### src/rtl/uart_tx_fifo.sv
// UART transmitter with a transmit FIFO. The baud divisor and the frame format
// (5-8 data bits, none/even/odd parity, 1 or 2 stop bits) are set at runtime.
// Queued bytes are sent back-to-back, with no idle time between frames.
module uart_tx_fifo #(
    parameter int DIV_W = 16,
    parameter int DEPTH = 16
) (
    input  logic                     clk,
    input  logic                     rst,
    input  logic [DIV_W-1:0]         baud_div,
    input  logic [1:0]               cfg_data_bits,
    input  logic [1:0]               cfg_parity,
    input  logic                     cfg_stop2,
    input  logic [7:0]               in_data,
    input  logic                     in_valid,
    output logic                     in_ready,
    output logic                     txd,
    output logic                     busy,
    output logic [$clog2(DEPTH):0]   fifo_level
);

    localparam int AW = $clog2(DEPTH);
    localparam logic [AW:0] FULL_LVL = (AW+1)'(DEPTH);

    typedef enum logic [2:0] {
        S_IDLE,
        S_START,
        S_DATA,
        S_PARITY,
        S_STOP1,
        S_STOP2
    } state_t;

    logic [7:0]       mem [DEPTH];
    logic [AW:0]      wr_ptr;
    logic [AW:0]      rd_ptr;
    state_t           state;
    state_t           state_d;
    logic [DIV_W-1:0] cnt;
    logic [DIV_W-1:0] div_q;
    logic [2:0]       bit_idx;
    logic [7:0]       shreg;
    logic [7:0]       head;
    logic [7:0]       mask;
    logic             par_en_q;
    logic             par_bit_q;
    logic             stop2_q;
    logic             txd_q;
    logic             txd_d;
    logic             pop;
    logic             wr_en;
    logic             bit_end;
    logic             last_stop;
    logic             fifo_empty;

    // Parity over the bits that are actually sent; odd parity is the inverse.
    function automatic logic frame_parity(input logic [7:0] data, input logic [1:0] mode);
        return (^data) ^ (mode == 2'b10);
    endfunction

    assign fifo_level = wr_ptr - rd_ptr;
    assign fifo_empty = (wr_ptr == rd_ptr);
    assign in_ready   = (fifo_level != FULL_LVL);
    assign wr_en      = in_valid && in_ready && !rst;
    assign busy       = (state != S_IDLE) || !fifo_empty;
    assign txd        = txd_q;
    assign bit_end    = (cnt == '0);
    assign head       = mem[rd_ptr[AW-1:0]];
    assign mask       = 8'hFF >> (2'd3 - cfg_data_bits);

    // FIFO storage. Only the pointers carry reset; the contents do not.
    always_ff @(posedge clk) begin
        if (wr_en) begin
            mem[wr_ptr[AW-1:0]] <= in_data;
        end
    end

    // Control state: FSM state, registered TXD and the FIFO pointers.
    always_ff @(posedge clk) begin
        if (rst) begin
            state  <= S_IDLE;
            txd_q  <= 1'b1;
            wr_ptr <= '0;
            rd_ptr <= '0;
        end else begin
            state <= state_d;
            txd_q <= txd_d;
            if (wr_en) begin
                wr_ptr <= wr_ptr + (AW+1)'(1);
            end
            if (pop) begin
                rd_ptr <= rd_ptr + (AW+1)'(1);
            end
        end
    end

    // Next-state logic. A pop starts a start bit, whether from IDLE or directly
    // at the end of the last stop bit.
    always_comb begin
        state_d   = state;
        txd_d     = txd_q;
        pop       = 1'b0;
        last_stop = 1'b0;
        case (state)
            S_IDLE: begin
                txd_d = 1'b1;
                if (!fifo_empty) begin
                    pop     = 1'b1;
                    state_d = S_START;
                    txd_d   = 1'b0;
                end
            end
            S_START: begin
                if (bit_end) begin
                    state_d = S_DATA;
                    txd_d   = shreg[0];
                end
            end
            S_DATA: begin
                if (bit_end) begin
                    if (bit_idx != 3'd0) begin
                        txd_d = shreg[1];
                    end else if (par_en_q) begin
                        state_d = S_PARITY;
                        txd_d   = par_bit_q;
                    end else begin
                        state_d = S_STOP1;
                        txd_d   = 1'b1;
                    end
                end
            end
            S_PARITY: begin
                if (bit_end) begin
                    state_d = S_STOP1;
                    txd_d   = 1'b1;
                end
            end
            S_STOP1: begin
                if (bit_end) begin
                    if (stop2_q) begin
                        state_d = S_STOP2;
                    end else begin
                        last_stop = 1'b1;
                    end
                end
            end
            S_STOP2: begin
                if (bit_end) begin
                    last_stop = 1'b1;
                end
            end
            default: state_d = S_IDLE;
        endcase
        if (last_stop) begin
            if (!fifo_empty) begin
                pop     = 1'b1;
                state_d = S_START;
                txd_d   = 1'b0;
            end else begin
                state_d = S_IDLE;
                txd_d   = 1'b1;
            end
        end
    end

    // Per-frame datapath: latch the configuration at the pop, count bit
    // periods and shift the data out LSB first.
    always_ff @(posedge clk) begin
        if (pop) begin
            cnt       <= baud_div;
            div_q     <= baud_div;
            shreg     <= head & mask;
            bit_idx   <= {1'b1, cfg_data_bits};
            par_en_q  <= (cfg_parity == 2'b01) || (cfg_parity == 2'b10);
            par_bit_q <= frame_parity(head & mask, cfg_parity);
            stop2_q   <= cfg_stop2;
        end else if (state != S_IDLE) begin
            if (bit_end) begin
                cnt <= div_q;
                if (state == S_DATA && bit_idx != 3'd0) begin
                    shreg   <= shreg >> 1;
                    bit_idx <= bit_idx - 3'd1;
                end
            end else begin
                cnt <= cnt - DIV_W'(1);
            end
        end
    end

endmodule

### config.mk
export PLATFORM = sky130hd
export DESIGN_NAME = uart_tx_fifo
export DESIGN_NICKNAME = d
export VERILOG_FILES = /design/src/rtl/uart_tx_fifo.sv
export SDC_FILE = /design/constraint.sdc
export NUM_CORES = 1
export LEC_CHECK = 0
export CAP_MARGIN = 20
export CELL_PAD_IN_SITES_DETAIL_PLACEMENT = 0
export CELL_PAD_IN_SITES_GLOBAL_PLACEMENT = 1
export CORE_UTILIZATION = 53
export DETAILED_ROUTE_END_ITERATION = 6
export DONT_BUFFER_PORTS = 1
export PLACE_DENSITY_LB_ADDON = 0.15
export SLEW_MARGIN = 0
export SYNTH_ARGS = -nofsm -noshare
export SYNTH_HDL_FRONTEND = slang
export SYNTH_SLANG_ARGS = --single-unit
### constraint.sdc
create_clock -name clk -period 4 [get_ports clk]
set_input_delay 0.8 -clock clk [delete_from_list [all_inputs] [get_ports clk]]
set_output_delay 0.8 -clock clk [all_outputs]
set_load 0.05 [all_outputs]
==> run_results.csv <==
group,metric,value,unit
route,vias,4470,
worst_hold_path,min_from,"rst",
worst_hold_path,min_path_type,"input port to flop",
worst_setup_path,path_class,"flop to flop",
clock_tree,post_cts_buffers,0,
timing,fmax,0.285,GHz
clock_tree,cts_buffers,17,
clock_tree,hold_buffers,0,
logic_synthesis,synth.area.mux_share,10.6,%
floorplanning,initial_core_util,54.3,%
logic_synthesis,synth_top_family_by_area,"multiplexers",
placed_design,hpwlAfterDp,10.8,mm
logic_synthesis,synth-seq-cells,192,
worst_setup_path,arrival,3.57,ns
logic_synthesis,avgSynthCellArea,14.8,um2
logic_synthesis,ys_async_sr_fraction,0,%
cells_and_area,final_cell_mix,"edfxtp_1, nor2_1, nand2_1, mux4_2, inv_1",
route,drt_iter0_drc,348,
logic_synthesis,yosys.area_share.simple,8.93,%
clock_tree,htree_num_levels,4,
floorplanning,die_y,127,um
worst_setup_path,cp_max_fo,8,
run,maxCapViolations,0,
logic_synthesis,synth.largest_area_cell,"edfxtp_1",
timing,setup_tns,0,ns
worst_setup_path,r2r_cells,11,
logic_synthesis,synth_fa_ha_area_share,2.21,%
cells_and_area,syn_to_final_growth,10.0,%
floorplanning,die_x,127,um
logic_synthesis,yosys.cell_types.count,52,
logic_synthesis,syn_inst,558,
clock_tree,cts_tree,"yes",
power,sequentialPowerShare,45.9,%
cells_and_area,final_common_cell,"edfxtp_1",
clock_tree,clkSinkCount,192,
timing,drv_slew,0,
route,first_pass_iters,4,
status,status,"finished, final reports clean",
power,p_int,4.17,mW
timing,setup_viol_count_final,0,
clock_tree,clock_latency,0.43,ns
timing,relSlewSlack,37.3,%
cells_and_area,finalNetCount,617,
clock_tree,ctsResizeCount,0,
global_route,grt_pass1_vias,4579,
cells_and_area,drive_gt1_share,16.1,%
timing,hold_violations,0,
placed_design,port_buffers,0,
worst_setup_path,r2r-start,"wr_ptr[0]",
worst_hold_path,whs_path_depth,1,
power,p_leak,3.01,nW
worst_setup_path,critical_path.startpoint,"wr_ptr[0]",
clock_tree,path_clk_slew,0.07,ns
global_route,grt_pass1_wl,24.9,mm
floorplanning,ioPinCount,40,
route,final_antenna_net_count,0,
power,clock_power_share,25.2,%
power,switchingPower,2.11,mW
logic_synthesis,synth.area.top_cells,"edfxtp_1, mux4_2, dfxtp_1, nor2_1, nand2_1",
route,avgRoutedWirePerCell,20.5,um
global_route,grt_use_total,21.3,%
floorplanning,core,15200,um2
timing,rsz0062_at_grt,"false",
timing,fin_crit,3.51,ns
clock_tree,cts_max_path_buffers,2,
worst_setup_path,required,4.06,ns
power,pwr-share-comb,29.0,%
power,total_power,6.29,mW
logic_synthesis,syn_area,8260,um2
global_route,overflow,0,
worst_setup_path,end_kind,"flop",
logic_synthesis,yosysSeqAreaShare,67.5,%
timing,finalCritPeriodShare,87.6,%
worst_setup_path,critPathLaunchType,"flop",
power,peakVddDrop,0.330,mV
power,switching_share,33.6,%
logic_synthesis,synth.top_cell.area_share,62.9,%
clock_tree,root_buffer,"clkbuf_16",
route,drc,0,
timing,tightest_slew,0.936,ns
logic_synthesis,synth_xor_area_share,3.17,%
logic_synthesis,synth_edf_count,173,
logic_synthesis,syn-num-nets,604,
logic_synthesis,yosysWarnings,0,
route,drt_wl_total,15.8,mm
global_route,antenna_found_initial,0,
placed_design,place.gp.congestion,0.828,
cells_and_area,diodes,0,
power,power_density,692,nW/um2
logic_synthesis,synth_ff_type,"edfxtp_1",
floorplanning,num_rows,45,
floorplanning,fp.dieArea,16100,um2
timing,fin_skew,0.0240,ns
route,vias_per_cell,5.79,
global_route,grt_max_degree,33,
logic_synthesis,synth-compound-area-share,4.85,%
==> cells in the mapped netlist, types with 5 or more instances <==
library cell and count:
edfxtp_1 173, nor2_1 54, nand2_1 52, mux4_2 34, inv_1 21, a21oi_1 20
dfxtp_1 19, o21ai_0 19, xnor2_1 17, nor3_1 16, clkbuf_1 14, ha_1 13
nand3_1 11, xor2_1 11, buf_2 7, a31oi_1 6, mux2i_1 5, nand2b_1 5
nand4_1 5, nor2b_1 5
==> critical path, cell delays in order, from the launching register on <==
cell and delay, ns:
dfxtp_1 0.34, inv_1 0.14, ha_1 0.20, inv_1 0.06
fa_1 0.41, a21o_1 0.18, a21oi_1 0.17, xor2_1 0.12
o211a_1 0.18, inv_1 0.40, nand4_1 0.30, nor2_1 0.64
==> area by class of cell <==
type	count	area (um2)
Multi-Input combinational cell	317	2460
Inverter	22	82.6
Fill cell	1189	6120
Tap cell	188	235
Clock buffer	17	425
Timing Repair Buffer	21	170
Clock inverter	15	131
Sequential cell	192	5580
==> logic make-up (layout without fill, tap and decap cells) <==
group	after synthesis	count (layout)
fa+ha+maj	14	14
flops	192	192
xor+xnor	29	29
mux	43	43
buf+inv	49	75
simple gates	163	163
compound gates	68	68
==> stage by stage <==
step	hold slack, ns	worst slack, ns	util [%]	instances	instance area [um2]
finish	0.433	0.494	59.8	772	9080
global route	0.411	0.166	59.8	772	9080
CTS	0.420	0.455	59.8	772	9080
detailed placement	0.484	0.481	56.1	740	8530
global placement	0.476	0.667	56.1	740	8530
floorplan	0.460	0.230	-	558	8260
==> layer usage <==
layer / global-route usage (%) / vias up / share of wire, %
li1: - / 2133 / -
met1: 26.6 / 2218 / 41
met3: 5.86 / 10 / 6.6
met2: 36.4 / 109 / 51
met4: 6.65 / 0 / 1.0
met5: 0 / - / 0
==> flip-flops by register name, summed over array words and instances, names as in the netlist, 3 cells and up, named ones only <==
signal and cells:
mem 128, rd_ptr 5, bit_idx 3, wr_ptr 5
state 3, div_q 16, shreg 8, cnt 16
==> power groups by stage <==
| stage | clock, mW | sequential [mW] | combinational [mW] |
|---|---|---|---|
| after CTS | 1.61 | 2.89 | 1.85 |
| after detailed placement | 0 | 2.93 | 1.84 |
| final | 1.58 | 2.88 | 1.82 |
| after floorplan | 0 | 2.84 | 1.52 |
| after global placement | 0 | 2.92 | 1.80 |
| after global routing | 1.68 | 2.92 | 2.02 |
==> worst paths after layout <==
path / to / slack, ns
max: mem[11][2] / 0.49
min: flop / 0.43
max reg2reg: mem[11][2] / 0.49
min reg2reg: bit_idx[2] / 0.50
(Power assumes the default switching activity.)
